===== src/rtl/des_msg_loader.sv =====
`default_nettype none
// ============================================================================
// Module   : des_msg_loader
// Purpose  : Packs a byte stream into 64-bit blocks and offers each block to
//            the DES core as two 32-bit halves; collection is double-buffered.
//            Optional LOADER_FLUSH_EN: flush submits a zero-padded partial block.
// Revision : 1.0 - initial release
// ============================================================================
module des_msg_loader (
    input  logic        clk,
    input  logic        rst,
    input  logic [8:1]  byte_in,
    input  logic        byte_valid,
    input  logic        flush,
    input  logic        read_part1,
    input  logic        done,
    output logic [32:1] msg,
    output logic        ready_part1,
    output logic        ready_part2,
    output logic        byte_ready,
    output logic        overflow
);

    typedef enum logic [1:0] {
        ST_IDLE   = 2'd0,
        ST_SETUP  = 2'd1,
        ST_OFFER1 = 2'd2,
        ST_OFFER2 = 2'd3
    } state_t;

    state_t      r_state;
    state_t      w_state_next;
    logic [64:1] r_coll_buf;
    logic [64:1] w_coll_buf_next;
    logic [2:0]  r_byte_cnt;
    logic        r_coll_full;
    logic        r_overflow;
    logic [32:1] r_xfer_lo;
    logic [32:1] r_msg;
    logic [32:1] w_msg_next;
    logic        w_accept;
    logic        w_load;
    logic        w_flush;

    assign w_accept = byte_valid && !r_coll_full;

`ifdef LOADER_FLUSH_EN
    assign w_flush = flush && !r_coll_full && (r_byte_cnt != 3'd0);
`else
    logic w_unused_flush;
    assign w_unused_flush = flush;
    assign w_flush        = 1'b0;
`endif

    // Byte 0 clears the rest of the buffer, so a flushed block is already zero-padded.
    always_comb begin
        w_coll_buf_next = r_coll_buf;
        if (w_accept) begin
            if (r_byte_cnt == 3'd0) begin
                w_coll_buf_next = {byte_in, 56'd0};
            end else begin
                for (int k = 1; k < 8; k++) begin
                    if (r_byte_cnt == 3'(k)) begin
                        w_coll_buf_next[64-8*k -: 8] = byte_in;
                    end
                end
            end
        end
    end

    always_ff @(posedge clk or posedge rst) begin
        if (rst) begin
            r_coll_buf  <= '0;
            r_byte_cnt  <= 3'd0;
            r_coll_full <= 1'b0;
            r_overflow  <= 1'b0;
        end else begin
            r_coll_buf <= w_coll_buf_next;
            if (byte_valid && r_coll_full) begin
                r_overflow <= 1'b1;
            end
            if (w_flush) begin
                r_byte_cnt <= 3'd0;
            end else if (w_accept) begin
                r_byte_cnt <= r_byte_cnt + 3'd1;
            end
            if (w_load) begin
                r_coll_full <= 1'b0;
            end else if ((w_accept && (r_byte_cnt == 3'd7)) || w_flush) begin
                r_coll_full <= 1'b1;
            end
        end
    end

    // The upper half goes straight to msg at the copy, so SETUP already drives it.
    always_comb begin
        w_state_next = r_state;
        w_msg_next   = r_msg;
        w_load       = 1'b0;
        ready_part1  = 1'b0;
        ready_part2  = 1'b0;
        case (r_state)
            ST_IDLE: begin
                if (r_coll_full) begin
                    w_load       = 1'b1;
                    w_msg_next   = r_coll_buf[64:33];
                    w_state_next = ST_SETUP;
                end
            end
            ST_SETUP: begin
                w_state_next = ST_OFFER1;
            end
            ST_OFFER1: begin
                ready_part1 = 1'b1;
                if (read_part1) begin
                    w_msg_next   = r_xfer_lo;
                    w_state_next = ST_OFFER2;
                end
            end
            ST_OFFER2: begin
                ready_part2 = 1'b1;
                if (done) begin
                    w_state_next = ST_IDLE;
                end
            end
            default: begin
                w_state_next = ST_IDLE;
            end
        endcase
    end

    always_ff @(posedge clk or posedge rst) begin
        if (rst) begin
            r_state   <= ST_IDLE;
            r_msg     <= '0;
            r_xfer_lo <= '0;
        end else begin
            r_state <= w_state_next;
            r_msg   <= w_msg_next;
            if (w_load) begin
                r_xfer_lo <= r_coll_buf[32:1];
            end
        end
    end

    assign msg        = r_msg;
    assign byte_ready = !r_coll_full;
    assign overflow   = r_overflow;

endmodule
`default_nettype wire


===== config.mk =====
export PLATFORM = sky130hd
export DESIGN_NAME = des_msg_loader
export DESIGN_NICKNAME = d
export VERILOG_FILES = /design/src/rtl/des_msg_loader.sv
export SDC_FILE = /design/constraint.sdc
export NUM_CORES = 1
export LEC_CHECK = 0
export ABC_CLOCK_PERIOD_IN_PS = 12480
export BUFFER_PORTS_ARGS = -buffer_cell sky130_fd_sc_hd__buf_2
export CORE_ASPECT_RATIO = 1.1
export CORE_UTILIZATION = 40
export CTS_BUF_LIST = sky130_fd_sc_hd__clkbuf_4 sky130_fd_sc_hd__clkbuf_8
export DETAILED_ROUTE_END_ITERATION = 16
export GPL_TIMING_DRIVEN = 0
export PLACE_DENSITY_LB_ADDON = 0.25
export SYNTH_ARGS = -nofsm -noshare
export SYNTH_HDL_FRONTEND = slang
export SYNTH_SLANG_ARGS = --single-unit

===== constraint.sdc =====
create_clock -name clk -period 12.48 [get_ports clk]
set_input_delay 1.248 -clock clk [delete_from_list [all_inputs] [get_ports clk]]
set_output_delay 1.248 -clock clk [all_outputs]
set_load 0.01 [all_outputs]

### After elaboration in Yosys (flattened, before gate mapping)

Cells that the tools add are included.

| storage, ports and cells | value |
|---|---|
| register bits after elaboration | 135 |
| output and inout port bits | 36 |

| operators by class | value |
|---|---|
| $add $sub $neg | 1 |
| eq/ne operators | 13 |
| mux-type cells | 21 |
| reductions and logical operators | 25 |

Operators by type and width:

| cell | count |
|---|---|
| 32-bit 2-to-1 mux | 2 |
| 32-bit one-hot mux with 2 select lines | 1 |
| 56-bit 2-to-1 mux | 1 |
| 8-bit 2-to-1 mux | 7 |
| 2-bit nonzero test | 9 |
| 2-bit AND reduction | 8 |
| 3-bit == test, second input constant | 4 |
| 2-bit one-hot mux with 4 select lines | 1 |
| 3-bit by 2-bit == test with 1-bit output, second input constant | 2 |
| 1-bit 2-to-1 mux | 6 |
| 2-bit 2-to-1 mux | 3 |
| 2-bit != test, second input constant | 3 |
| 3-bit AND reduction | 2 |
| 2-bit == test, second input constant | 2 |
| 3-bit by 1-bit adder with 3-bit output, second input constant | 1 |
| 3-bit by 1-bit == test with 1-bit output, second input constant | 1 |
| 1-bit logical AND | 3 |
| 3-bit zero test | 1 |
| 2-bit by 1-bit == test with 1-bit output, second input constant | 1 |
| 2-bit zero test | 1 |
| 1-bit zero test | 1 |

### Depth between registers and ports, before layout

Gate-level depths: netlist of run 1.

| logic depth | value |
|---|---|
| depth after elaboration | 5 |
| gate-level depth with buffers | 7 |

### Worst setup path before layout of run 1

No wires, ideal clock.

| path | value |
|---|---|
| path type | input port to flip-flop |
| start point | input read_part1 |
| end point | register r_msg (netlist bit msg[23]) |
| data arrival time | 2.203 ns |
| data required time | 12.355 ns |
| setup slack | 10.152 ns |
| stages on the path | 4 |
| path through | and2b_1 -> nor3_4 -> buf_4 -> mux2_2 |

| on the way | value |
|---|---|
| longest elaborated chain between the ends | 2 |

RTL lines:

| element | RTL line | RTL |
|---|---|---|
| start, declared | 15 | `input logic read_part1,` |
| 2-bit != test (no source line) | - |  |
| 3-bit AND reduction (no source line) | - |  |
| end signal, assigned | 139 | `r_msg <= w_msg_next;` |
| end, declared | 39 | `logic [32:1] r_msg;` |

No other way between the ends.
A chain may end at the register's enable or synchronous reset.

### Final worst setup path of run 1

| path | value |
|---|---|
| start point | register r_state[0] |
| end point | output ready_part1 |

| on the way | value |
|---|---|
| longest elaborated chain between the ends | 2 |

RTL lines:

| element | RTL line | RTL |
|---|---|---|
| start, declared | 31 | `state_t r_state;` |
| start signal, assigned | 138 | `r_state <= w_state_next;` |
| 2-bit == test | 102 | `case (r_state)` |
| 1-bit 2-to-1 mux | 102 |  |
| end, declared | 18 | `output logic ready_part1,` |

No other way between the ends.

==> results of run 1 <==
==> sequential cells by signal (all words and copies together), names as in the netlist <==
name,count
r_coll_buf,64
msg,32
r_xfer_lo,32
r_byte_cnt,3
r_state,2
overflow,1
r_coll_full,1
==> layout by cell type (no fill, tap or decap) <==
master,instances
a21o_1,1
a21oi_4,4
and2_0,8
and2b_1,1
buf_16,1
buf_2,52
buf_4,4
buf_6,3
bufinv_16,3
clkbuf_1,3
clkbuf_4,1
clkbuf_8,22
clkinv_2,6
dfrtp_1,135
ha_1,9
inv_1,8
inv_6,1
mux2_1,1
mux2_2,161
mux2i_1,1
nand2_1,5
nand2b_1,1
nand2b_4,1
nand3_1,1
nor2_1,3
nor2_4,1
nor2b_1,2
nor3_1,1
nor3_2,2
nor3_4,1
o21ai_0,1
o22ai_1,1
xnor2_1,1
==> per-layer routing <==
metal / vias to the layer above / GRT usage / part of all wire
li1: 1423 / - / -
met1: 1585 / 0.211 / 0.47
met2: 53 / 0.251 / 0.48
met3: 11 / 0.0460 / 0.034
met4: 0 / 0.0656 / 0.014
met5: - / 0 / 0
==> stage by stage <==
step / std cells / worst slack (ns) / power [mW] / hold WS, ns
6_report: 634 / 10.01 / 1.87 / 0.459
2_1_floorplan: 365 / 7.62 / 1.31 / 0.474
4_1_cts: 634 / 9.98 / 1.90 / 0.468
3_3_place_gp: 601 / 6.25 / 1.48 / 0.437
3_5_place_dp: 602 / 9.76 / 1.51 / 0.452
5_1_grt: 634 / 9.94 / 2.00 / 0.493
==> worst max-delay path: stages, from the launching register on <==
cell,delay (ns)
dfrtp_1,0.39
inv_1,0.10
ha_1,0.16
buf_2,0.13
==> synthesized netlist by cell type <==
| master | instances | area share |
|---|---|---|
| and2_0 | 8 | 0.0087 |
| o22ai_1 | 1 | 0.0011 |
| inv_1 | 9 | 0.0059 |
| nand2_1 | 5 | 0.0033 |
| a21oi_4 | 4 | 0.011 |
| clkbuf_1 | 3 | 0.0020 |
| mux2i_1 | 1 | 0.0017 |
| nor3_4 | 1 | 0.0028 |
| nor3_1 | 1 | 0.00087 |
| mux2_2 | 161 | 0.32 |
| o21ai_0 | 1 | 0.00087 |
| dfrtp_1 | 135 | 0.59 |
| buf_2 | 4 | 0.0035 |
| mux2_1 | 1 | 0.0020 |
| nor2b_1 | 2 | 0.0022 |
| xnor2_1 | 1 | 0.0015 |
| nor3_2 | 2 | 0.0035 |
| and2b_1 | 1 | 0.0013 |
| nand2b_4 | 1 | 0.0024 |
| nor2_4 | 1 | 0.0020 |
| nand3_1 | 1 | 0.00087 |
| buf_4 | 4 | 0.0052 |
| a21o_1 | 1 | 0.0013 |
| nand2b_1 | 1 | 0.0011 |
| nor2_1 | 3 | 0.0020 |
| buf_6 | 3 | 0.0059 |
| ha_1 | 9 | 0.020 |
==> how the worst max path moves through the flow <==
stage | slack, ns | endpoint | start | depth (start not counted)
2_1_floorplan | 7.62 | msg[10]$_DFFE_PP0P_ | rst | 1
3_3_place_gp | 6.25 | msg[26]$_DFFE_PP0P_ | rst | 2
3_5_place_dp | 9.76 | r_coll_buf[48]$_DFFE_PP0P_ | byte_valid | 4
4_1_cts | 9.98 | ready_part1 | r_state[0]$_DFFE_PP0P_ | 3
5_1_grt | 9.94 | ready_part1 | r_state[0]$_DFFE_PP0P_ | 3
6_report | 10.01 | ready_part1 | r_state[0]$_DFFE_PP0P_ | 3
==> final cells by class <==
class,count,area (µm²),area share
multi-input cells,207,2220,0.333
clock inverters,9,120,0.0180
clock buffers,23,310,0.0466
repair buffers,49,268,0.0402
plain buffers,14,95.1,0.0143
inverters,9,38.8,0.00582
flip-flops and latches,135,3380,0.507
well taps,188,235,0.0353
==> power groups by stage <==
stage | logic [mW] | clock network, mW | registers [mW]
6_report | 0.744 | 0.382 | 0.742
5_1_grt | 0.816 | 0.413 | 0.775
4_1_cts | 0.760 | 0.393 | 0.745
3_5_place_dp | 0.757 | 0 | 0.754
3_3_place_gp | 0.739 | 0 | 0.744
2_1_floorplan | 0.562 | 0 | 0.752
==> cells by family (layout without fill, tap and decap cells) <==
family / count (synthesis) / in the layout / share of synthesized area
adders and majority gates: 9 / 9 / 0.0197
AOI/OAI and AO/OA: 7 / 7 / 0.0146
muxes: 163 / 163 / 0.320
xor gates and xnor gates: 1 / 1 / 0.00153
DFF: 135 / 135 / 0.590
buffers and inverters: 23 / 104 / 0.0225
and+or+nand+nor: 27 / 27 / 0.0310
==> impl_metrics.json, run 1 <==
{
  "outcome": "completed",
  "firstDrtPassIters": 4,
  "htree_levels": 4,
  "power.switching_mw": 0.574,
  "fin_nets": 456,
  "fillerInstances": 1265,
  "stdcell_area_um2": 6660,
  "antenna_found_initial": 0,
  "min_from": "overflow$_DFFE_PP0P_",
  "num_antenna_cells": 0,
  "drc": 0,
  "track_usage": 0.161,
  "drt-total-wl_um": 10200,
  "reg2reg_to": "msg[27]$_DFFE_PP0P_",
  "syn_area_per_cell_um2": 15.7,
  "cts_root_buffer": "clkbuf_8",
  "vdd_ir_drop_max_mv": 0.140,
  "finalCriticalPeriod_ns": 2.47,
  "worstPathRequired_ns": 11.23,
  "post_cts_buffers": 0,
  "setup_viol": 0,
  "grt_max_degree": 74,
  "setup_tns_ns": 0,
  "intPower_mw": 1.29,
  "clk_path_buf_depth": 2,
  "p_comb_frac": 0.398,
  "io_pins": 50,
  "seq_area_frac_synth": 0.590,
  "grt-ovfl-total": 0,
  "place_area_um2": 6230,
  "p_sw_frac": 0.307,
  "start_util": 0.412,
  "path_max_fanout": 3,
  "finalCritPeriodShare": 0.198,
  "die_area_um2": 14800,
  "worstReg2RegStart": "r_state[0]$_DFFE_PP0P_",
  "grt_pass1_wl_um": 17600,
  "reg2reg_depth": 6,
  "numCtsBuffers": 17,
  "cts_resized": 0,
  "ys_warn_count": 0,
  "mappedNetlistArea_um2": 5720,
  "wl_per_cell_um": 16.1,
  "final_util": 0.479,
  "max_freq_mhz": 405,
  "clk_pin_slew_ns": 0.07,
  "synth_cells": 365,
  "clock_sinks": 135,
  "min_path_cells": 1,
  "cts_tree": "done",
  "maxSlewViolCount": 0,
  "ys_seq_elements": 135,
  "hold_buffers": 0,
  "regToRegSetupSlack_ns": 10.30,
  "cp-start-kind": "register",
  "tightest_slew_ns": 0.795,
  "p_leak_nw": 3.06,
  "fin_skew_ns": 0.0101,
  "synth_fp_nets": 388,
  "endpoint_kind": "output pin",
  "dp_hpwl_um": 6880,
  "rsz0062_at_grt": "false",
  "min_to": "overflow$_DFFE_PP0P_",
  "maxCapViolCount": 0,
  "drive_above_1_share": 0.590,
  "critical_path_class": "reg2out",
  "critPathArrivalTime_ns": 1.22,
  "powerDensity_nw_per_um2": 280,
  "ant_nets": 0,
  "grt_pass1_vias": 3338,
  "core_area_um2": 13900,
  "clk_latency_ns": 0.44,
  "vias_per_cell": 4.85,
  "max_slew_margin": 0.467,
  "pwr-share-seq": 0.397,
  "vias": 3072,
  "routabilityCongestion": 0.735,
  "synth_cell_types": 27,
  "hold_class": "reg2reg",
  "p_clk_frac": 0.204,
  "hold_viol_final": 0,
  "die_y_um": 127,
  "io_buffers": 48,
  "area_growth_pct": 16.4,
  "num_rows": 45,
  "die_x_um": 116,
  "drt_iter0_drc": 104
}
Note: power is estimated with default switching activity, not from simulation.
==> run 2, diff against run 1 <==
Settings changed: ABC_CLOCK_PERIOD_IN_PS 12480 to 2500.
Clock period 12.48 ns to 2.5 ns, I/O delays scaled along.
==> run 2 against run 1 <==
Count of clock-buffer cells in the layout up 2. Register-to-register slack got worse by 10 ns. Setup slack got worse by 9.8 ns. Wire length up 3.8%. Core utilization fell by 0.25 points. Clock power grew to 4.3 times the previous value. Power rose to 4.9 times the previous value. Final area down 0.53%. Sequential power rose to 5.0 times the previous value. Sequential share of layout area grew 0.27 points.
==> impl_metrics.json, run 2 (synthesized netlist as in run 1, its figures left out) <==
{
  "rsz0062_at_grt": "false",
  "vias": 3078,
  "clk_path_buf_depth": 2,
  "cpLargestDelayFamily": "buffers and inverters",
  "slowest_delay_ns": 0.55,
  "maxSlewViolCount": 0,
  "antenna_found_initial": 0,
  "hold_viol_final": 0,
  "drt_iter0_drc": 66,
  "critical_path_class": "reg2reg",
  "finalCritPeriodShare": 0.900,
  "finalNonFillerCells": 634,
  "grt_max_degree": 44,
  "hold_class": "in2reg",
  "max_freq_mhz": 444,
  "endpoint_kind": "register",
  "place_area_um2": 6260,
  "path_max_fanout": 10,
  "routabilityCongestion": 0.732,
  "num_antenna_cells": 0,
  "grt_pass1_wl_um": 17700,
  "grt_pass1_vias": 3340,
  "largest_reg_flops": 64,
  "stdcell_area_um2": 6630,
  "die_y_um": 127,
  "cts_root_buffer": "clkbuf_8",
  "dp_cells": 604,
  "num_rows": 45,
  "final_cell_mix": "mux2_2, dfrtp_1, buf_2",
  "grt-ovfl-total": 0,
  "outcome": "completed",
  "p_leak_nw": 3.04,
  "vdd_ir_drop_max_mv": 0.508,
  "clk_latency_ns": 0.45,
  "cp-start-kind": "register",
  "layout_commonest_cell": "mux2_2",
  "crit_slowest_cell": "clkbuf_1",
  "vias_per_cell": 4.85,
  "ant_nets": 0,
  "maxCapViolCount": 0,
  "clock_sinks": 135,
  "die_x_um": 116,
  "path_cells": "inv_1, ha_1, buf_2, clkbuf_1, mux2_2, mux2_1",
  "critPathArrivalTime_ns": 2.58,
  "tightest_slew_ns": 0.740,
  "setup_viol": 0,
  "path_buf_inv": 3,
  "numCtsBuffers": 17,
  "fin_nets": 459,
  "finalCriticalPeriod_ns": 2.25,
  "final_util": 0.477,
  "track_usage": 0.165,
  "worstPathRequired_ns": 2.83,
  "setup_slack_ns": 0.249,
  "wl_per_cell_um": 16.7,
  "io_buffers": 48,
  "core_area_um2": 13900,
  "htree_levels": 4,
  "drt-total-wl_um": 10600,
  "powerDensity_nw_per_um2": 1370,
  "firstDrtPassIters": 4,
  "dp_hpwl_um": 7250,
  "start_util": 0.412,
  "max_slew_margin": 0.504,
  "io_pins": 50,
  "fin_skew_ns": 0.0129,
  "drc": 0,
  "die_area_um2": 14800,
  "area_growth_pct": 15.8,
  "pre_cts_slack_ns": 0.193,
  "clk_pin_slew_ns": 0.07,
  "cts_tree": "done",
  "largest_register": "r_coll_buf",
  "drive_above_1_share": 0.587
}
[run 2: final cells by class]
| class | instances | area [µm²] |
|---|---|---|
| plain buffers | 14 | 95.1 |
| clock buffers | 25 | 307 |
| clock inverters | 4 | 47.5 |
| fillers | 1273 | 7280 |
| inverters | 9 | 37.5 |
| multi-input cells | 207 | 2220 |
| flip-flops and latches | 135 | 3380 |
| well taps | 188 | 235 |
| repair buffers | 52 | 310 |
[run 2: metal layers]
metal	vias up	part of all wire	GRT usage	wire length, µm
met1	1581	0.46	0.210	4830
met4	0	0.018	0.0769	195
li1	1423	-	-	-
met2	57	0.49	0.262	5230
met3	17	0.033	0.0413	345
met5	-	0	0	0
[run 2: timing repair]
action	CTS	global route
setup buffers	0	0
hold buffers	1	0
endpoints found under the hold margin	28	0
gates resized for setup	0	0
[run 2: path summary, 6_finish.rpt]
path	start	to	depth (start not counted)	slack, ns
worst min-delay path	byte_in[6]	r_coll_buf[62]$_DFFE_PP0P_	2	0.05
worst max register to register	r_state[0]$_DFFE_PP0P_	msg[27]$_DFFE_PP0P_	6	0.25
worst max-delay path	r_state[0]$_DFFE_PP0P_	msg[27]$_DFFE_PP0P_	6	0.25
min in group asynchronous	rst	r_coll_buf[32]$_DFFE_PP0P_	3	0.46
worst min register to register	overflow$_DFFE_PP0P_	overflow$_DFFE_PP0P_	1	0.46
max in group asynchronous	rst	msg[21]$_DFFE_PP0P_	5	1.22
[run 2: power by group]
| part | switching (mW) | internal [mW] | total (mW) |
|---|---|---|---|
| Sequential | 0.483 | 3.24 | 3.72 |
| Combinational | 1.61 | 2.12 | 3.73 |
| Clock | 0.762 | 0.884 | 1.65 |
| Total | 2.86 | 6.24 | 9.09 |
[run 2: per-stage QoR]
step | setup TNS (ns) | power [mW] | hold slack (ns)
after global routing | 0 | 9.73 | 0.0399
after CTS | 0 | 9.24 | 0.0272
after floorplan | 0 | 6.56 | 0.371
final | 0 | 9.09 | 0.0499
after detailed placement | 0 | 7.58 | 0.402
after global placement | -32.67 | 7.42 | 0.438
[run 2: worst reg2reg max path: stages (launching register included)]
cell and delay (ns):
dfrtp_1 0.39, inv_1 0.10, ha_1 0.17, buf_2 0.21, clkbuf_1 0.56, mux2_2 0.42, mux2_1 0.29
==> run 3, diff against run 2 <==
Settings changed: ABC_CLOCK_PERIOD_IN_PS 2500 to 2000.
Clock period 2.5 ns to 2 ns, I/O delays scaled along.
==> run 3 against run 2 <==
Sequential share of layout area decreased by 1.5 points. Clock skew decreased by 0.0015 ns. Critical path depth grew 2. Register-to-register slack got worse by 0.15 ns. Final area is 3.1% higher. Power grew 29%. Critical endpoint is now r_coll_buf[1]$_DFFE_PP0P_. Global-route usage up 0.25 points. Non-clock buffer count rose by 13. Largest cell class unchanged. Clock power rose by 24%. Setup slack worse by 0.15 ns. First-iteration DRC count shrank 18%. Core utilization grew 1.5 points. Highest routed layer unchanged.
==> impl_metrics.json, run 3 (synthesized netlist as in run 1, its figures left out) <==
{
  "p_leak_nw": 3.12,
  "grt-ovfl-total": 0,
  "grt_pass1_wl_um": 17900,
  "outcome": "completed",
  "cts_root_buffer": "clkbuf_8",
  "clk_latency_ns": 0.44,
  "maxCapViolCount": 0,
  "clk_pin_slew_ns": 0.07,
  "crit_slowest_cell": "dfrtp_1",
  "drt-total-wl_um": 10800,
  "track_usage": 0.167,
  "io_pins": 50,
  "cp-start-kind": "register",
  "grt_max_degree": 44,
  "num_antenna_cells": 0,
  "numCtsBuffers": 17,
  "die_x_um": 116,
  "io_buffers": 48,
  "tightest_slew_ns": 0.692,
  "path_max_fanout": 10,
  "setup_viol": 0,
  "hold_viol_final": 0,
  "drc": 0,
  "cp_common_cell": "buf_6",
  "routabilityCongestion": 0.732,
  "largest_register": "r_coll_buf",
  "firstDrtPassIters": 4,
  "slowest_delay_ns": 0.42,
  "die_area_um2": 14800,
  "worstSetupPathDepth": 8,
  "powerDensity_nw_per_um2": 1720,
  "final_cell_mix": "mux2_2, dfrtp_1, buf_2",
  "fin_nets": 472,
  "endpoint_kind": "register",
  "area_growth_pct": 19.3,
  "setup_tns_ns": 0,
  "finalCritPeriodShare": 0.952,
  "final_util": 0.491,
  "core_area_um2": 13900,
  "drive_above_1_share": 0.595,
  "wl_per_cell_um": 16.6,
  "path_cells": "inv_1, ha_1, nand2b_4, buf_6, buf_6, a21oi_4, buf_12, mux2_2",
  "grt_pass1_vias": 3394,
  "fin_skew_ns": 0.0114,
  "critical_path_class": "reg2reg",
  "max_slew_margin": 0.537,
  "maxSlewViolCount": 0,
  "fillerInstances": 1265,
  "start_util": 0.412,
  "die_y_um": 127,
  "finalPower_mw": 11.7,
  "largest_reg_flops": 64,
  "cpLargestDelayFamily": "buffers and inverters",
  "ant_nets": 0,
  "finalCriticalPeriod_ns": 1.90,
  "rsz0062_at_grt": "false",
  "multi_input_area_um2": 2250,
  "reg2reg_depth": 8,
  "vias_per_cell": 4.84,
  "max_freq_mhz": 525,
  "setup_slack_ns": 0.0964,
  "clock_sinks": 135,
  "worstPathRequired_ns": 2.32,
  "dp_hpwl_um": 7250,
  "drt_iter0_drc": 54,
  "hold_class": "in2reg",
  "vdd_ir_drop_max_mv": 0.652,
  "min_path_cells": 4,
  "layout_commonest_cell": "mux2_2",
  "clk_path_buf_depth": 2,
  "place_area_um2": 6260,
  "cts_tree": "done",
  "htree_levels": 4,
  "stdcell_area_um2": 6830,
  "antenna_found_initial": 0,
  "seq_area_um2": 3380,
  "path_buf_inv": 4,
  "critPathArrivalTime_ns": 2.22,
  "num_rows": 45,
  "pre_cts_slack_ns": -0.307,
  "vias": 3130
}
==> run 3: report_power, final <==
| group | switching, mW | internal [mW] | total [mW] |
|---|---|---|---|
| combinational | 2.12 | 2.91 | 5.03 |
| sequential | 0.600 | 4.04 | 4.64 |
| clock | 0.943 | 1.11 | 2.05 |
| total | 3.66 | 8.06 | 11.7 |
==> run 3: layout make-up <==
type | count | share of cell area
well taps | 188 | 0.0344
multi-input cells | 207 | 0.329
clock buffers | 25 | 0.0449
clock inverters | 4 | 0.00696
plain buffers | 13 | 0.0170
repair buffers | 66 | 0.0678
flip-flops and latches | 135 | 0.495
inverters | 9 | 0.00550
==> run 3: worst min-delay path, delay by kind of cell <==
family,cells,cell delay [ns]
AND/OR/NAND/NOR,2,0.18
multiplexers,1,0.12
buffers and inverters,1,0.10
==> run 3: per-stage QoR <==
stage	hold WS [ns]	instances
5_1_grt	0.187	647
3_5_place_dp	0.352	604
2_1_floorplan	0.321	365
3_3_place_gp	0.438	601
4_1_cts	0.179	646
6_report	0.204	647
==> run 3: worst paths after layout <==
path	from	to	slack (ns)
min in group asynchronous	rst	r_xfer_lo[7]$_DFFE_PP0P_	0.41
min	done	r_state[0]$_DFFE_PP0P_	0.20
max in group asynchronous	rst	msg[21]$_DFFE_PP0P_	0.77
min reg2reg	overflow$_DFFE_PP0P_	overflow$_DFFE_PP0P_	0.46
max	r_byte_cnt[0]$_DFFE_PP0P_	r_coll_buf[1]$_DFFE_PP0P_	0.1
max reg2reg	r_byte_cnt[0]$_DFFE_PP0P_	r_coll_buf[1]$_DFFE_PP0P_	0.1
==> run 3: per-layer routing <==
layer  track usage  wire length, µm  vias up
met3        0.0413              310       16
met4        0.0769              172        0
met1         0.211             4840     1611
met2         0.270             5430       51
met5             0                0        -
li1              -                -     1452
==> run 3: repair_timing <==
action / CTS / global route
gates cloned: 1 / 0
hold buffers: 10 / 0
setup buffers: 2 / 2
resized for setup: 11 / 15
pin swaps: 1 / 3
setup endpoints to repair: 54 / 72
hold endpoints to repair: 37 / 0
